==> config.mk <==
export PLATFORM = sky130hd
export DESIGN_NAME = pmod_debounce
export DESIGN_NICKNAME = d
export VERILOG_FILES = /design/src/rtl/pmod_debounce.sv
export SDC_FILE = /design/constraint.sdc
export NUM_CORES = 1
export LEC_CHECK = 0
export CAP_MARGIN = 20
export CELL_PAD_IN_SITES_DETAIL_PLACEMENT = 0
export CELL_PAD_IN_SITES_GLOBAL_PLACEMENT = 1
export CORE_MARGIN = 5
export CORE_UTILIZATION = 48
export CTS_BUF_LIST = sky130_fd_sc_hd__clkbuf_8
export DETAILED_ROUTE_END_ITERATION = 10
export GPL_TIMING_DRIVEN = 0
export PLACE_DENSITY_LB_ADDON = 0.1
export SYNTH_ARGS = -nofsm -noshare
export SYNTH_HDL_FRONTEND = slang
export SYNTH_SLANG_ARGS = --single-unit
==> constraint.sdc <==
create_clock -name clk -period 2 [get_ports clk]
set_input_delay 0.3 -clock clk [delete_from_list [all_inputs] [get_ports clk]]
set_output_delay 0.3 -clock clk [all_outputs]
set_load 0.01 [all_outputs]
==> src/rtl/pmod_debounce.sv <==
// Per-bit synchroniser plus stability-counter debouncer for raw PMOD pins.
// Define PMOD_DEBOUNCE_EDGE_EN to build the registered rise/fall strobes.
module pmod_debounce #(
    parameter int WIDTH         = 2,
    parameter int SYNC_STAGES   = 2,
    parameter int STABLE_CYCLES = 12000
) (
    input  logic             clk,
    input  logic             rst_n,
    input  logic [WIDTH-1:0] pmod,
    output logic [WIDTH-1:0] pmod_db,
    output logic [WIDTH-1:0] pmod_rise,
    output logic [WIDTH-1:0] pmod_fall
);

    localparam int CNT_W = $clog2(STABLE_CYCLES);
    localparam logic [CNT_W-1:0] CNT_MAX = CNT_W'(STABLE_CYCLES - 1);

    typedef enum logic {
        IDLE,
        PENDING
    } state_e;

    for (genvar i = 0; i < WIDTH; i++) begin : g_bit
        logic [SYNC_STAGES-1:0] sync_q;
        logic [CNT_W-1:0]       cnt_q;
        logic [CNT_W-1:0]       cnt_d;
        logic                   db_q;
        logic                   db_d;
        logic                   s;
        logic                   accept;
        state_e                 state;

        assign s = sync_q[SYNC_STAGES-1];

        // sync_q[0] is the only flop that samples the asynchronous pin.
        always_ff @(posedge clk or negedge rst_n) begin
            if (!rst_n) begin
                sync_q <= '0;
                cnt_q  <= '0;
                db_q   <= 1'b0;
            end else begin
                sync_q <= {sync_q[SYNC_STAGES-2:0], pmod[i]};
                cnt_q  <= cnt_d;
                db_q   <= db_d;
            end
        end

        always_comb begin
            state  = (s != db_q) ? PENDING : IDLE;
            cnt_d  = '0;
            accept = 1'b0;
            case (state)
                IDLE: cnt_d = '0;
                PENDING: begin
                    if (cnt_q == CNT_MAX) begin
                        accept = 1'b1;
                    end else begin
                        cnt_d = cnt_q + CNT_W'(1);
                    end
                end
                default: cnt_d = '0;
            endcase
        end

        assign db_d       = accept ? s : db_q;
        assign pmod_db[i] = db_q;

`ifdef PMOD_DEBOUNCE_EDGE_EN
        logic rise_q;
        logic fall_q;

        // Strobes fire in the cycle after the accepting edge, alongside the new level.
        always_ff @(posedge clk or negedge rst_n) begin
            if (!rst_n) begin
                rise_q <= 1'b0;
                fall_q <= 1'b0;
            end else begin
                rise_q <= accept & s;
                fall_q <= accept & ~s;
            end
        end

        assign pmod_rise[i] = rise_q;
        assign pmod_fall[i] = fall_q;
`else
        assign pmod_rise[i] = 1'b0;
        assign pmod_fall[i] = 1'b0;
`endif
    end

endmodule

==> results by group <==
STA
  • RSZ-0062 raised after global routing: false
  • Slew HR: 50.1%
  • Final Hold Vio Count: 0
  • Final worst-path cycle share: 93.4%
  • Hold WS: 0.0832 ns
  • Final min period: 1.87 ns
  • Max Fclk: 0.535 GHz
  • Final Max Slew Viols: 0
  • Worst slew pin tran: 0.748 ns
  • Setup violators final: 0
  • Clk_skew: 0.00397 ns
  • Final setup TNS: 0 ns

Critical path
  • CP Max Fanout: 10
  • Crit path arrival time: 2.04 ns
  • Worst setup SP type: register
  • Worst Path Required: 2.17 ns
  • Crit end category: register
  • Critical path class: register to register

Cells and area
  • Synth-to-Final Area Change: 14.0%
  • ANT cells: 0
  • Final core utilization: 56.2%
  • Layout cells sized above 1: 13.8%
  • Design Area, Final: 0.00188 mm^2
  • Final #Nets: 181

CTS
  • CTS tree: yes
  • Clock H-tree levels: 2
  • Sink Count: 34
  • Number of buffers added for setup after CTS: 0
  • Clock Path Buffers: 2
  • Total CTS buffers: 5
  • Clock Latency Late Sink: 0.28 ns
  • Clk root buf: clkbuf_8
  • Reg clk slew, reported paths: 0.07 ns

Power
  • Leakage power: 0.814 nW
  • Max VDD drop: 0.377 mV
  • Sw power: 0.000287 W
  • Total power: 0.00136 W
  • Sequential power share: 52.7%
  • Clock power frac: 42.3%
  • Switching Fraction: 21.0%
  • Power density cells: 726 mW/mm^2
  • P_int: 0.00108 W
  • Combinational Power Share: 5.0%

Global route
  • First-pass GRT wire length: 4780 um
  • Initial antenna violation count: 0
  • GRT Resource Usage Total: 14.2%
  • Vias in the first global route: 1069
  • Largest net degree at the start of global routing: 35
  • GRT overflow: 0

Routing
  • DRT antenna net count: 0
  • Vias per cell: 4.95
  • Drt first pass iters: 4
  • Drt wl/cell: 12.2 um
  • WL final: 2690 um
  • Violation count after the first detailed-route iteration: 38
  • DRC Markers: 0
  • Vias: 1089

Floorplanning
  • Starting Density: 49.3%
  • Die Wd: 68.6 um
  • Io pins: 10
  • Die area: 0.00470 mm^2
  • Die H: 68.6 um
  • Core area: 0.00334 mm^2
  • Cell Rows: 21

Synth
  • Post-Synthesis Cells: 158
  • Largest area contributor in the netlist: dfrtp_1
  • Synth cell types: 23
  • Yosys top cell area share: 51.7%
  • Largest cells by area after synthesis: dfrtp_1 52%, xnor2_1 8.5%, nor2_1 6.8%, xor2_1 5.3%, buf_4 3.6%
  • Sequential-to-total area share from yosys stat: 51.7%
  • #FFs+latches synth: 34
  • Syn Std Cell Area: 0.00165 mm^2
  • Syn avg cell area: 10.4 um^2
  • YS warnings: 0

Placement
  • Final GP Congestion: 0.781
  • IO buf count: 5
  • DP Area: 0.00176 mm^2
  • Post-DP HPWL: 1980 um

Job
  • Max-Cap Viols: 0

Hold path
  • HP Class: input pin to async pin

Run status
  • Outcome: finished clean
## stage by stage
step,setup WS [ns],std cells
floorplan,0.268,161
global placement,-0.00620,212
detailed placement,0.120,212
CTS,0.104,220
global route,0.0241,220
finish,0.131,220
## area by class of cell
cell class / instances / area, um^2
multi-input cells: 111 / 714
clock buffers: 8 / 110
well taps: 46 / 57.6
fillers: 318 / 1460
plain buffers: 10 / 76.3
inverters: 6 / 22.5
flip-flops and latches: 34 / 851
repair buffers: 5 / 45.0
## worst max-delay path, stage by stage, from the launching register on
cell and delay [ns]:
dfrtp_1 0.44, or4b_4 0.55, nor4b_4 0.30, or2_0 0.14, buf_4 0.13, buf_6 0.14
nor2_1 0.05
## kinds of logic after synthesis
group	synth area share, %
other	0.228
flip-flops	51.7
adder cells (fa/ha/maj)	3.04
AND/OR/NAND/NOR	23.9
multiplexers	1.37
buffers and inverters	6.00
XOR/XNOR	13.8
## registers in the layout, indices dropped and copies added (netlist names)
name and cells:
g_bit.cnt_q 28, g_bit.sync_q 4, g_bit.db_q 2
## cells in the mapped netlist (all sizes together)
master and instances:
or3b 1, buf 10, nor3 3, nor4b 1, mux2 2, or4b 1
nor4 8, and3 1, xor2 10, ha 4, nand2 8, nand4b 1
conb 1, inv 6, nor2 30, nand3 10, or2 2, and4 2
xnor2 16, dfrtp 34, nand4 7
## worst paths after layout
check,startpoint,end,slack (ns),cells after the start
max,g_bit[1].cnt_q[5],g_bit[1].cnt_q[11],0.13,6
min,rst_n,g_bit[1].cnt_q[13],0.08,1
max reg2reg,g_bit[1].cnt_q[5],g_bit[1].cnt_q[11],0.13,6
min reg2reg,g_bit[0].sync_q[0],g_bit[0].sync_q[1],0.35,0
max in group asynchronous,rst_n,g_bit[1].cnt_q[11],1.44,1
min in group clk,g_bit[0].sync_q[0],g_bit[0].sync_q[1],0.35,0
## placed cells by master (no fill, tap or decap)
cell type / netlist / layout
nand4_1: 7 / 7
dfrtp_1: 34 / 34
nand2_1: 8 / 8
nor3_1: 3 / 3
nor4_1: 8 / 7
nor4_2: 0 / 1
nor4b_4: 1 / 1
xnor2_1: 16 / 16
or4b_4: 1 / 1
ha_1: 4 / 4
or2_0: 2 / 2
nand3_1: 10 / 10
nand4b_1: 1 / 1
clkbuf_8: 0 / 8
conb_1: 1 / 4
nor2_1: 30 / 30
buf_6: 1 / 1
buf_2: 1 / 2
or3b_1: 1 / 1
and3_1: 1 / 1
buf_4: 8 / 8
xor2_1: 10 / 10
mux2_2: 2 / 2
and4_1: 2 / 2
clkdlybuf4s50_1: 0 / 4
inv_1: 6 / 6
## power groups by stage
| stage | sequential [W] | combinational, W | clock [W] |
|---|---|---|---|
| after floorplan | 0.000727 | 0.0000439 | 0 |
| after global placement | 0.000730 | 0.0000694 | 0 |
| after detailed placement | 0.000731 | 0.0000703 | 0 |
| after CTS | 0.000718 | 0.0000703 | 0.000600 |
| after global routing | 0.000720 | 0.0000781 | 0.000637 |
| final | 0.000718 | 0.0000684 | 0.000577 |
## per-layer routing
| metal | track usage, % | wire length, um |
|---|---|---|
| met4 | 6.70 | 70 |
| met2 | 23.5 | 1360 |
| met1 | 16.1 | 1160 |
| met5 | 0 | 0 |
| met3 | 5.35 | 106 |
## what timing repair did
item,in CTS,in global routing
endpoints found under the setup margin,0,10
hold buffers,0,0
resized for setup,0,1
No activity file was read; power rests on OpenSTA's default activity.
